`config.mk`:
```
export PLATFORM = sky130hd
export DESIGN_NAME = axis_pred_demux
export DESIGN_NICKNAME = d
export VERILOG_FILES = /design/src/rtl/axis_pred_demux_pkg.sv /design/src/rtl/axis_pred_demux.sv
export SDC_FILE = /design/constraint.sdc
export NUM_CORES = 1
export LEC_CHECK = 0
export BUFFER_PORTS_ARGS = -buffer_cell sky130_fd_sc_hd__buf_4
export CELL_PAD_IN_SITES_DETAIL_PLACEMENT = 1
export CELL_PAD_IN_SITES_GLOBAL_PLACEMENT = 1
export CORE_AREA = 2 2 169 171
export CTS_CLUSTER_SIZE = 20
export DETAILED_ROUTE_END_ITERATION = 6
export DIE_AREA = 0 0 171 173
export PLACE_DENSITY = 0.68
export SLEW_MARGIN = 20
export SYNTH_ARGS = -nofsm -noshare
export SYNTH_HDL_FRONTEND = slang
export SYNTH_SLANG_ARGS = --single-unit
export TNS_END_PERCENT = 20
```
`constraint.sdc`:
```
create_clock -name clk -period 21.3 [get_ports clk]
set_clock_uncertainty 0.1 [all_clocks]
set_input_delay 3.195 -clock clk [delete_from_list [all_inputs] [get_ports clk]]
set_output_delay 3.195 -clock clk [all_outputs]
set_load 0.02 [all_outputs]
```
`src/rtl/axis_pred_demux_pkg.sv`:
```
// Shared types for the packet-level AXI4-Stream demultiplexer.
//   state_e   : frame state machine (idle decision / pass-through / discard)
//   frame_end : true when an accepted beat closes its frame
package axis_pred_demux_pkg;

  typedef enum logic [1:0] {
    StIdle = 2'd0,
    StPass = 2'd1,
    StDrop = 2'd2
  } state_e;

  // With tlast ignored, every beat is a complete frame.
  function automatic logic frame_end(input logic last, input bit last_enable);
    return last | ~last_enable;
  endfunction

endpackage

```
`src/rtl/axis_pred_demux.sv`:
```
// Packet-level AXI4-Stream demultiplexer. Steers each frame to the output picked by the tdest of
// its first beat; frames with an out-of-range tdest are discarded whole and reported on
// drop_pulse. Every frame spends one idle cycle on the routing decision.
//
// Ports
//   clk, rst_n          clock, asynchronous active-low reset
//   s_axis_*            single input stream (tdest sampled on the first beat only)
//   m_axis_*            M_COUNT output streams; data fields are shared, tvalid is one-hot
//   drop_pulse          one-cycle pulse after a dropped frame's last beat is accepted
module axis_pred_demux
  import axis_pred_demux_pkg::*;
#(
  parameter int M_COUNT     = 4,
  parameter int DATA_WIDTH  = 64,
  parameter bit KEEP_ENABLE = (DATA_WIDTH > 8),
  parameter int KEEP_WIDTH  = (DATA_WIDTH + 7) / 8,
  parameter bit ID_ENABLE   = 1'b0,
  parameter int ID_WIDTH    = 8,
  parameter int DEST_WIDTH  = 8,
  parameter bit USER_ENABLE = 1'b1,
  parameter int USER_WIDTH  = 1,
  parameter bit LAST_ENABLE = 1'b1
) (
  input  logic                            clk,
  input  logic                            rst_n,
  input  logic [DATA_WIDTH-1:0]           s_axis_tdata,
  input  logic [KEEP_WIDTH-1:0]           s_axis_tkeep,
  input  logic                            s_axis_tvalid,
  output logic                            s_axis_tready,
  input  logic                            s_axis_tlast,
  input  logic [ID_WIDTH-1:0]             s_axis_tid,
  input  logic [DEST_WIDTH-1:0]           s_axis_tdest,
  input  logic [USER_WIDTH-1:0]           s_axis_tuser,
  output logic [M_COUNT*DATA_WIDTH-1:0]   m_axis_tdata,
  output logic [M_COUNT*KEEP_WIDTH-1:0]   m_axis_tkeep,
  output logic [M_COUNT-1:0]              m_axis_tvalid,
  input  logic [M_COUNT-1:0]              m_axis_tready,
  output logic [M_COUNT-1:0]              m_axis_tlast,
  output logic [M_COUNT*ID_WIDTH-1:0]     m_axis_tid,
  output logic [M_COUNT*USER_WIDTH-1:0]   m_axis_tuser,
  output logic                            drop_pulse
);

  localparam int SelWidth = $clog2(M_COUNT);
  // When tdest cannot encode M_COUNT, every value is a legal output.
  localparam bit AllInRange = (DEST_WIDTH < 31) && (M_COUNT >= (1 << DEST_WIDTH));
  localparam logic [DEST_WIDTH-1:0] MCountDest = DEST_WIDTH'(M_COUNT);

  // Beat packing for the shared skid registers: {data, keep, last, id, user}.
  localparam int UserLsb   = 0;
  localparam int IdLsb     = USER_WIDTH;
  localparam int LastBit   = USER_WIDTH + ID_WIDTH;
  localparam int KeepLsb   = LastBit + 1;
  localparam int DataLsb   = KeepLsb + KEEP_WIDTH;
  localparam int BeatWidth = DataLsb + DATA_WIDTH;

  state_e                state_q, state_d;
  logic [SelWidth-1:0]   sel_q, sel_d;
  logic                  drop_q, drop_d;
  logic                  ready_int_q, ready_int_early;
  logic [M_COUNT-1:0]    m_valid_q, m_valid_d;
  logic [M_COUNT-1:0]    temp_valid_q, temp_valid_d;
  logic [BeatWidth-1:0]  main_beat_q, temp_beat_q, beat_in;
  logic                  in_accept, pass_beat, last_beat, dest_in_range, main_accept;
  logic [M_COUNT-1:0]    in_valid_oh;
  logic                  load_main_in, load_temp_in, load_main_temp;

  assign last_beat     = frame_end(s_axis_tlast, LAST_ENABLE);
  assign dest_in_range = AllInRange || (s_axis_tdest < MCountDest);
  assign in_accept     = s_axis_tvalid & s_axis_tready;
  assign pass_beat     = in_accept & (state_q == StPass);
  assign in_valid_oh   = pass_beat ? (M_COUNT'(1) << sel_q) : '0;
  assign beat_in       = {s_axis_tdata, s_axis_tkeep, last_beat, s_axis_tid, s_axis_tuser};

  always_comb begin
    s_axis_tready = 1'b0;
    unique case (state_q)
      StIdle:  s_axis_tready = 1'b0;
      StPass:  s_axis_tready = ready_int_q;
      StDrop:  s_axis_tready = 1'b1;
      default: s_axis_tready = 1'b0;
    endcase
  end

  // Frame state machine: decide in IDLE without consuming the beat, then pass or discard.
  always_comb begin
    state_d = state_q;
    sel_d   = sel_q;
    drop_d  = 1'b0;
    unique case (state_q)
      StIdle: begin
        if (s_axis_tvalid) begin
          sel_d   = s_axis_tdest[SelWidth-1:0];
          state_d = dest_in_range ? StPass : StDrop;
        end
      end
      StPass: begin
        if (in_accept && last_beat) state_d = StIdle;
      end
      StDrop: begin
        if (in_accept && last_beat) begin
          drop_d  = 1'b1;
          state_d = StIdle;
        end
      end
      default: state_d = StIdle;
    endcase
  end

  always_ff @(posedge clk or negedge rst_n) begin
    if (!rst_n) begin
      state_q <= StIdle;
      sel_q   <= '0;
      drop_q  <= 1'b0;
    end else begin
      state_q <= state_d;
      sel_q   <= sel_d;
      drop_q  <= drop_d;
    end
  end

  // Skid output stage. Only the held output's tready can drain main; while ready_int_q is set
  // temp is guaranteed empty, so an incoming beat always has somewhere to go.
  assign main_accept     = |(m_valid_q & m_axis_tready);
  assign ready_int_early = main_accept | (~|m_valid_q & ~|temp_valid_q);

  always_comb begin
    m_valid_d      = m_valid_q;
    temp_valid_d   = temp_valid_q;
    load_main_in   = 1'b0;
    load_temp_in   = 1'b0;
    load_main_temp = 1'b0;
    if (ready_int_q) begin
      if (main_accept || !(|m_valid_q)) begin
        m_valid_d    = in_valid_oh;
        load_main_in = 1'b1;
      end else begin
        temp_valid_d = in_valid_oh;
        load_temp_in = 1'b1;
      end
    end else if (main_accept) begin
      m_valid_d      = temp_valid_q;
      temp_valid_d   = '0;
      load_main_temp = 1'b1;
    end
  end

  always_ff @(posedge clk or negedge rst_n) begin
    if (!rst_n) begin
      m_valid_q    <= '0;
      temp_valid_q <= '0;
      ready_int_q  <= 1'b0;
    end else begin
      m_valid_q    <= m_valid_d;
      temp_valid_q <= temp_valid_d;
      ready_int_q  <= ready_int_early;
    end
  end

  always_ff @(posedge clk) begin
    if (load_main_in) begin
      main_beat_q <= beat_in;
    end else if (load_main_temp) begin
      main_beat_q <= temp_beat_q;
    end
    if (load_temp_in) begin
      temp_beat_q <= beat_in;
    end
  end

  assign m_axis_tvalid = m_valid_q;
  assign m_axis_tdata  = {M_COUNT{main_beat_q[DataLsb +: DATA_WIDTH]}};
  assign m_axis_tkeep  = KEEP_ENABLE ? {M_COUNT{main_beat_q[KeepLsb +: KEEP_WIDTH]}} : '1;
  assign m_axis_tlast  = {M_COUNT{main_beat_q[LastBit]}};
  assign m_axis_tid    = ID_ENABLE ? {M_COUNT{main_beat_q[IdLsb +: ID_WIDTH]}} : '0;
  assign m_axis_tuser  = USER_ENABLE ? {M_COUNT{main_beat_q[UserLsb +: USER_WIDTH]}} : '0;
  assign drop_pulse    = drop_q;

endmodule

```
==> results.tsv, run 1 <==
metric	value	unit
drive_above_1_share	63.8	%
hold_depth	1	
synth_area	8010	um^2
grt_max_degree	50	
p_int	1.19	mW
routed_via_density	3.94	
final_common_cell	buf_4	
rows	61	
fmax	0.185	GHz
synth_area_per_cell	14.3	um^2
drtAntennaViolNets	0	
cts_max_path_buffers	2	
die_area	29600	um^2
arrival	5.47	ns
fin_area	10200	um^2
drc	0	
grt_overflow_total	0	
dp_hpwl	13300	um
cts_buffers	17	
rsz0062_at_grt	false	
gp_congestion	0.740	
setup_tns	0	ns
maxSlewViolCount	0	
worst_r2r_path_depth	5	
final_util	36.8	%
fin_crit	5.41	ns
setup-violations-final	0	
die_w	171	um
antenna_found_initial	0	
cts_root_buffer	clkbuf_16	
area_growth	26.9	%
placedCellCount	1100	
cap_violations	0	
combPwrFrac	54.1	%
slew_headroom	52.2	%
final_cells	1132	
cts_hold_buf	0	
start_kind	primary input	
power_density	208	nW/um^2
p_leak	4.32	nW
drt-total-wl	18300	um
htreeDepth	4	
finalCritPeriodShare	25.4	%
firstDrtPassIters	4	
switching_share	43.5	%
cp-end-kind	flip-flop	
insertion_delay	0.41	ns
hold_class	reg -> reg	
worst_pin_slew	0.718	ns
ys_seq_elements	162	
num_antenna_cells	0	
clkPwrFrac	14.0	%
setup_slack	15.89	ns
required	21.36	ns
track_usage	11.7	%
cts_tree	built	
critical_path_class	in -> reg	
switchingPower	0.917	mW
vias	4461	
start_util	29.0	%
fp.dieH	173	um
peakVddDrop	0.000153	V
cts_setup_buffers	0	
ys_seq_area_share	59.8	%
crit_fanout	41	
status	completed	
port_buffers	390	
clkTransAtPathRegs	0.07	ns
wl_per_cell	16.2	um
grt_pass1_vias	4621	
final_cell_mix	buf_4, edfxtp_1, mux2_2	
grt_pass1_wl	26700	um
core_area	27600	um^2
cts.repair.resized	0	
ys_warn_count	0	
cts_num_sinks	162	
placed_cell_area	9610	um^2
drt_iter0_markers	206	
final_nets	841	
synth_cell_types	29	
preCtsSetupSlack	15.38	ns
power.share.sequential	31.9	%
finalHoldViolCount	0	
io_pins	431	
synth_cells	559	
[Yosys cell counts]
| cell | number | area share, % |
|---|---|---|
| a211o_1 | 1 | 0.11 |
| a21oi_1 | 11 | 0.69 |
| a22o_1 | 2 | 0.22 |
| a22oi_1 | 2 | 0.19 |
| and4_1 | 1 | 0.11 |
| buf_2 | 4 | 0.25 |
| buf_4 | 254 | 24 |
| buf_6 | 4 | 0.56 |
| clkbuf_1 | 1 | 0.047 |
| conb_1 | 1 | 0.047 |
| dfrtp_1 | 14 | 4.4 |
| edfxtp_1 | 148 | 55 |
| ha_1 | 3 | 0.47 |
| inv_1 | 4 | 0.19 |
| mux2_1 | 27 | 3.8 |
| mux2_2 | 53 | 7.4 |
| nand2_1 | 6 | 0.28 |
| nand3_1 | 3 | 0.19 |
| nand4_1 | 1 | 0.078 |
| nor2_1 | 7 | 0.33 |
| nor2b_1 | 1 | 0.078 |
| nor3_1 | 1 | 0.062 |
| nor3b_1 | 2 | 0.19 |
| nor4_1 | 3 | 0.23 |
| nor4_4 | 1 | 0.27 |
| o21a_1 | 1 | 0.094 |
| o22ai_1 | 1 | 0.078 |
| o311ai_0 | 1 | 0.11 |
| o31ai_4 | 1 | 0.27 |
[state kept, by name, indices dropped and copies added, names as in the netlist]
signal	count
temp_beat_q	74
ready_int_q	1
main_beat_q	74
sel_q	2
temp_valid_q	4
drop_pulse	1
m_axis_tvalid	4
state_q	2
[stage by stage]
stage	hold slack, ns	total power, mW
after floorplan	0.403	1.60
after global placement	0.413	1.82
after detailed placement	0.420	1.84
after CTS	0.437	2.15
after global routing	0.458	2.22
final	0.433	2.11
[path summary, 6_finish.rpt]
path | start | to | slack (ns)
worst max-delay path | m_axis_tready[2] | main_beat_q[28]$_DFFE_PP_ | 15.89
worst min register to register | temp_beat_q[60]$_DFFE_PP_ | main_beat_q[60]$_DFFE_PP_ | 0.43
worst max register to register | m_axis_tvalid[2]$_DFFE_PN0P_ | main_beat_q[28]$_DFFE_PP_ | 18.26
min in group asynchronous | rst_n | drop_pulse$_DFF_PN0_ | 2.52
max in group asynchronous | rst_n | state_q[0]$_DFFE_PN0P_ | 18.39
worst min-delay path | temp_beat_q[60]$_DFFE_PP_ | main_beat_q[60]$_DFFE_PP_ | 0.43
[power groups by stage]
stage | sequential (mW) | combinational (mW) | clock (mW)
5_1_grt | 0.694 | 1.21 | 0.319
4_1_cts | 0.678 | 1.16 | 0.307
6_report | 0.673 | 1.14 | 0.296
3_5_place_dp | 0.682 | 1.16 | 0
2_1_floorplan | 0.768 | 0.828 | 0
3_3_place_gp | 0.673 | 1.14 | 0
[logic make-up after synthesis]
family,after synthesis,synth area share [%]
buf+inv,267,24.8
flops,162,59.8
mux,80,11.2
simple gates,26,1.81
compound gates,20,1.75
fa+ha+maj,3,0.469
other cells,1,0.0468
[final cells by class]
type	instances	area, um^2
Multi-Input combinational cell	161	1360
Inverter	4	15.0
Clock inverter	12	123
Fill cell	2986	17500
Clock buffer	20	437
Sequential cell	162	4790
Timing Repair Buffer	395	2970
Tap cell	378	473
[worst max-delay path: stages]
cell	delay, ns
buf_4	0.11
a22o_1	0.27
o31ai_4	0.37
buf_4	0.49
buf_4	0.56
mux2_2	0.41
[routing by layer]
layer / share of wire [%] / GRT usage, %
met2: 53 / 20.8
met5: 0 / 0
met3: 6.8 / 3.20
met4: 1.3 / 3.32
met1: 39 / 13.8
Note: power is estimated with default switching activity, not from simulation.
==> inputs of run 2 (changes only) <==
--- a/config.mk
+++ b/config.mk
@@ -5,6 +5,7 @@
 export SDC_FILE = /design/constraint.sdc
 export NUM_CORES = 1
 export LEC_CHECK = 0
+export ABC_AREA = 1
 export BUFFER_PORTS_ARGS = -buffer_cell sky130_fd_sc_hd__buf_4
 export CELL_PAD_IN_SITES_DETAIL_PLACEMENT = 1
 export CELL_PAD_IN_SITES_GLOBAL_PLACEMENT = 1
@@ -12,7 +13,7 @@
 export CTS_CLUSTER_SIZE = 20
 export DETAILED_ROUTE_END_ITERATION = 6
 export DIE_AREA = 0 0 171 173
-export PLACE_DENSITY = 0.68
+export PLACE_DENSITY = 0.72
 export SLEW_MARGIN = 20
 export SYNTH_ARGS = -nofsm -noshare
 export SYNTH_HDL_FRONTEND = slang
==> constraint.sdc (replaced) <==
create_clock -name clk -period 5.1 [get_ports clk]
set_clock_uncertainty 0.1 [all_clocks]
set_input_delay 0.765 -clock clk [delete_from_list [all_inputs] [get_ports clk]]
set_output_delay 0.765 -clock clk [all_outputs]
set_load 0.02 [all_outputs]
==> run 2 against run 1 <==
  * Setup slack got worse by 13 ns
  * Utilization increased by 0.54 points
  * Final cell count increased by 17%
  * Cell area increased by 1.5%
  * Critical path type is now reg -> out
  * Largest cell class unchanged
==> results.tsv, run 2 <==
metric	value	unit	change
status	completed		
cts_buffers	17		unchanged
top_regs	main_beat_q x74, temp_beat_q x74		
yosysMostFrequentCell	buf_4		
ys_seq_area_share	58.1	%	-1.8 points
io_pins	431		unchanged
core_area	27600	um^2	unchanged
fp.dieH	173	um	unchanged
setup_slack	2.48	ns	-13.41 ns
crit_chain	nand2_1 -> a21boi_0 -> buf_4		
r2r-end	main_beat_q[81]$_DFFE_PP_		
worst_pin_slew	0.897	ns	+0.179 ns
final_cell_mix	buf_4, nand2_1, edfxtp_1		
fmax	0.381	GHz	
finalHoldViolCount	0		unchanged
drtAntennaViolNets	0		unchanged
grt_pass1_wl	32300	um	+21%
critical_path_class	reg -> out		
firstDrtPassIters	4		unchanged
vias	5451		+22%
n_fill_cell	3118		+4.4%
track_usage	14.2	%	+2.4 points
async_reset_ff_share	8.64	%	unchanged
rows	61		unchanged
drt-total-wl	21700	um	+19%
synth_cells	764		+37%
start_kind	flip-flop		
grt_pass1_vias	5514		+19%
rr_startpoint	m_axis_tvalid[1]$_DFFE_PN0P_		
yosysTopAreaCell	edfxtp_1		
cts_root_buffer	clkbuf_16		
critPathSlowestCell	dfrtp_4		
drt_iter0_markers	286		+39%
antenna_found_initial	0		unchanged
drc	0		unchanged
synth_area	8260	um^2	+3.1%
arrival	1.76	ns	-3.71 ns
htreeDepth	4		unchanged
gp_congestion	0.745		+0.70%
die_w	171	um	unchanged
synth_common_cells	buf_4, nand2_1, edfxtp_1		
maxSlewViolCount	0		unchanged
synth-edff-count	148		unchanged
finalCritPeriodShare	51.4	%	
preCtsSetupSlack	2.22	ns	-13.17 ns
fin_crit	2.62	ns	
rsz0062_at_grt	false		
num_antenna_cells	0		unchanged
grt_max_degree	81		+62%
die_area	29600	um^2	unchanged
drive_above_1_share	45.9	%	-18 points
p_leak	4.82	nW	+11%
synth_area_per_cell	10.8	um^2	-25%
cts_num_sinks	162		unchanged
wl_per_cell	16.4	um	+1.6%
r2r_slack	2.70	ns	-15.56 ns
worst_r2r_path_depth	6		+1
synthFlopType	edfxtp_1		
synth.area.top_cells	edfxtp_1, buf_4, nand2_1, nand3_1, dfrtp_1		
fin_area	10300	um^2	+1.5%
start_util	29.9	%	+0.89 points
required	4.24	ns	-17.12 ns
cts_setup_buffers	0		unchanged
ys_seq_elements	162		unchanged
cp-end-kind	output pin		
final_common_cell	buf_4		
setup_tns	0	ns	unchanged
cts.repair.resized	0		unchanged
cpPeakStageDelay	0.75	ns	+0.19 ns
hold_class	in -> async		
dp_hpwl	15400	um	+16%
cts_max_path_buffers	2		unchanged
peakVddDrop	0.000380	V	+150%
ys_warn_count	0		unchanged
slew_headroom	40.2	%	-12 points
cts_tree	built		
placed_cell_area	9770	um^2	+1.7%
area_growth	24.9	%	
grt_overflow_total	0		unchanged
crit_fanout	39		-4.9%
insertion_delay	0.41	ns	about the same
clkTransAtPathRegs	0.07	ns	about the same
synth_cell_types	20		-31%
cts_hold_buf	0		unchanged
setup-violations-final	0		unchanged
port_buffers	390		unchanged
synth.top_cell.area_share	53.8	%	-1.7 points
cap_violations	0		unchanged
startpoint	ready_int_q$_DFF_PN0_		
power_density	830	nW/um^2	+300%
routed_via_density	4.13		+4.7%
final_nets	1030		+22%
-- run 2: cell types whose count changed in the layout (fill, tap and decap cells not counted), moves of 4 or more --
| cell | previous run | this run |
|---|---|---|
| o21ai_0 | 0 | 4 |
| a21oi_1 | 11 | 0 |
| nand3_1 | 3 | 86 |
| nand2_1 | 6 | 186 |
| mux2_1 | 27 | 0 |
| nor2_1 | 7 | 16 |
| mux2_2 | 53 | 0 |
| inv_1 | 4 | 13 |
-- run 2: kinds of logic (layout without fill, tap and decap cells) --
family	count (synthesis)	count (layout)	synth area share [%]
AOI/OAI and AO/OA	9	9	0.667
adders and majority gates	3	3	0.455
buffers and inverters	293	441	25.8
DFF	162	162	58.1
other	1	32	0.0454
and+or+nand+nor	296	296	15.0
-- run 2: metrics by stage --
step                      power, mW  cells  hold slack (ns)  util [%]
after floorplan                6.38    795            0.367         -
after global placement         7.35   1289            0.394      35.4
after detailed placement       7.47   1289            0.396      35.4
after CTS                      8.71   1321           0.0767      37.3
after global routing           9.03   1321           0.0723      37.3
final                          8.56   1321           0.0899      37.3
-- run 2: critical path: cells and delay by family, from the launching register on --
family,cells,cell delay (ns)
buffers and inverters,1,0.20
AND/OR/NAND/NOR,1,0.14
AO/OA/AOI/OAI,1,0.25
flip-flops,1,0.75
-- run 2: per-layer routing --
metal | track usage (%) | up-vias | routed length (um)
met5 | 0 | - | 0
met4 | 3.78 | 0 | 301
met3 | 3.30 | 15 | 1400
met2 | 25.5 | 228 | 11500
met1 | 16.7 | 2637 | 8530
li1 | - | 2571 | -
-- run 2: how the worst max path moves through the flow --
stage / end / slack, ns / depth (start not counted)
global route: s_axis_tready / 2.31 / 3
detailed placement: main_beat_q[81]$_DFFE_PP_ / 2.22 / 8
floorplan: m_axis_tvalid[0]$_DFFE_PN0P_ / 0.15 / 6
global placement: main_beat_q[81]$_DFFE_PP_ / 2.29 / 8
finish: s_axis_tready / 2.48 / 3
CTS: s_axis_tready / 2.43 / 3
-- run 2: cell type report --
type	count	area, um^2	share of cell area (%)
Inverter	14	53.8	0.522
Timing Repair Buffer	395	2970	28.8
Clock buffer	17	425	4.12
Multi-Input combinational cell	340	1480	14.3
Clock inverter	15	118	1.14
Sequential cell	162	4800	46.5
Tap cell	378	473	4.58
-- run 2: report_power, final --
part           internal [mW]  total [mW]  switching [mW]
clock network          0.635        1.21           0.577
logic                   1.74        4.64            2.90
registers               2.21        2.71           0.499
==> inputs of run 3 (changes only) <==
--- a/config.mk
+++ b/config.mk
@@ -9,11 +9,10 @@
 export BUFFER_PORTS_ARGS = -buffer_cell sky130_fd_sc_hd__buf_4
 export CELL_PAD_IN_SITES_DETAIL_PLACEMENT = 1
 export CELL_PAD_IN_SITES_GLOBAL_PLACEMENT = 1
-export CORE_AREA = 2 2 169 171
+export CORE_UTILIZATION = 30
 export CTS_CLUSTER_SIZE = 20
 export DETAILED_ROUTE_END_ITERATION = 6
-export DIE_AREA = 0 0 171 173
-export PLACE_DENSITY = 0.72
+export PLACE_DENSITY = 0.75
 export SLEW_MARGIN = 20
 export SYNTH_ARGS = -nofsm -noshare
 export SYNTH_HDL_FRONTEND = slang
==> constraint.sdc (replaced) <==
create_clock -name clk -period 2.3 [get_ports clk]
set_clock_uncertainty 0.1 [all_clocks]
set_input_delay 0.345 -clock clk [delete_from_list [all_inputs] [get_ports clk]]
set_output_delay 0.345 -clock clk [all_outputs]
set_load 0.02 [all_outputs]
==> run 3 against run 2 <==
  * Utilization grew 3.9 points
  * Setup slack lost 2.3 ns
  * Sequential cell count is the same
  * Cell area grew 7.7%
==> results.tsv, run 3 (same netlist as run 2, synthesis figures left out) <==
metric	value	unit	change
status	completed		
setup-violations-final	0		unchanged
fin_crit	2.07	ns	
rsz0062_at_grt	false		
start_kind	flip-flop		
critical_path_class	reg -> out		
gp_congestion	0.749		+0.58%
finalHoldViolCount	0		unchanged
p_int	10.5	mW	+130%
slew_headroom	60.4	%	+20 points
switchingPower	8.88	mW	+120%
area_growth	34.5	%	
clkPwrFrac	14.1	%	about the same
grt_pass1_wl	33300	um	+3.2%
final_cell_mix	buf_4, nand2_1, edfxtp_1		
peakVddDrop	0.000577	V	+52%
arrival	1.63	ns	-0.13 ns
seq_area	4800	um^2	+0.10%
die_w	168	um	-1.8%
clkTransAtPathRegs	0.07	ns	about the same
multiInputGateArea	1490	um^2	+0.51%
cap_violations	0		unchanged
antenna_found_initial	1		+1
worst_pin_slew	0.594	ns	-0.302 ns
fin_area	11100	um^2	+7.7%
final_nets	1105		+7.3%
dp_hpwl	15500	um	+0.31%
placed_cell_area	9870	um^2	+0.99%
cts_root_buffer	clkbuf_16		
drt_iter0_markers	233		-19%
fmax	0.482	GHz	
switching_share	45.7	%	-0.72 points
drtAntennaViolNets	0		unchanged
insertion_delay	0.41	ns	about the same
die_area	28200	um^2	-4.7%
top_regs	main_beat_q x74, temp_beat_q x74		
drive_above_1_share	43.8	%	-2.2 points
grt_overflow_total	0		unchanged
track_usage	15.5	%	+1.3 points
firstDrtPassIters	4		unchanged
vias	5732		+5.2%
crit_fanout	4		-90%
power_density	1750	nW/um^2	+110%
cp-end-kind	output pin		
final_util	41.2	%	+3.9 points
setup_tns	0	ns	unchanged
cts_max_path_buffers	2		unchanged
routed_via_density	4.22		+2.2%
io_pins	431		unchanged
grt_max_degree	52		-36%
n_fill_cell	3021		-3.1%
final_common_cell	buf_4		
maxSlewViolCount	0		unchanged
start_util	30.6	%	+0.75 points
drt-total-wl	22400	um	+3.4%
rows	60		-1.6%
fp.dieH	168	um	-2.9%
cts_setup_buffers	0		unchanged
drc	0		unchanged
grt_pass1_vias	5798		+5.2%
power.share.sequential	30.6	%	-1.0 points
hold_class	in -> reg		
cts_tree	built		
core_area	27000	um^2	-2.5%
wl_per_cell	16.5	um	+0.47%
finalCritPeriodShare	90.2	%	
preCtsSetupSlack	0.256	ns	-1.96 ns
cts_num_sinks	162		unchanged
p_leak	5.15	nW	+6.8%
setup_slack	0.226	ns	-2.25 ns
required	1.86	ns	-2.38 ns
cts_buffers	17		unchanged
combPwrFrac	55.3	%	+1.1 points
port_buffers	390		unchanged
htreeDepth	4		unchanged
run 3: metrics by stage:
step	hold slack [ns]	power (mW)	instances
global route	0.00121	20.4	1358
detailed placement	0.112	16.7	1259
CTS	0.000832	19.6	1352
floorplan	-0.0506	14.1	795
global placement	0.110	16.5	1259
finish	0.0306	19.4	1359
run 3: final timing paths:
path                                                    from                   endpoint  slack, ns  cells past startpoint
min in group asynchronous                              rst_n     state_q[0]$_DFFE_PN0P_       0.22                      2
max in group asynchronous                              rst_n      ready_int_q$_DFF_PN0_       1.67                      2
worst min-delay path                        s_axis_tdata[50]  temp_beat_q[68]$_DFFE_PP_       0.03                      1
worst max-delay path                  state_q[0]$_DFFE_PN0P_              s_axis_tready       0.23                      4
worst min register to register     temp_beat_q[63]$_DFFE_PP_  main_beat_q[63]$_DFFE_PP_       0.41                      2
worst max register to register  m_axis_tvalid[1]$_DFFE_PN0P_  temp_beat_q[23]$_DFFE_PP_       0.29                      6
run 3: metal layers:
layer | track usage [%] | vias up | wire [um]
met5 | 0 | - | 0
met4 | 4.35 | 0 | 246
met3 | 3.74 | 14 | 1150
met2 | 28.9 | 208 | 12300
met1 | 17.4 | 2792 | 8760
li1 | - | 2718 | -
run 3: final cells by class:
type                            instances  area share, %
Inverter                               14          0.507
Sequential cell                       162           43.3
Timing Repair Buffer                  470           34.0
Clock buffer                           18           3.86
Clock inverter                         13           1.15
Multi-Input combinational cell        340           13.4
Tap cell                              341           3.84
Antenna cell                            1         0.0225
run 3: critical path, stage by stage (launching register included):
cell      delay (ns)
dfrtp_1         0.38
inv_1           0.07
ha_1            0.34
a21boi_1        0.24
buf_4           0.18
run 3: repair_timing:
item	in CTS	in global routing
endpoints found under the setup margin	0	1
endpoints found under the hold margin	75	6
hold buffers	62	6
gates resized for setup	0	1
run 3: power groups by stage:
stage	logic [mW]	registers (mW)	clock network [mW]
floorplan	7.55	6.54	0
finish	10.7	5.94	2.74
CTS	10.8	5.96	2.85
detailed placement	10.7	6.01	0
global placement	10.5	5.93	0
global route	11.4	6.12	2.97
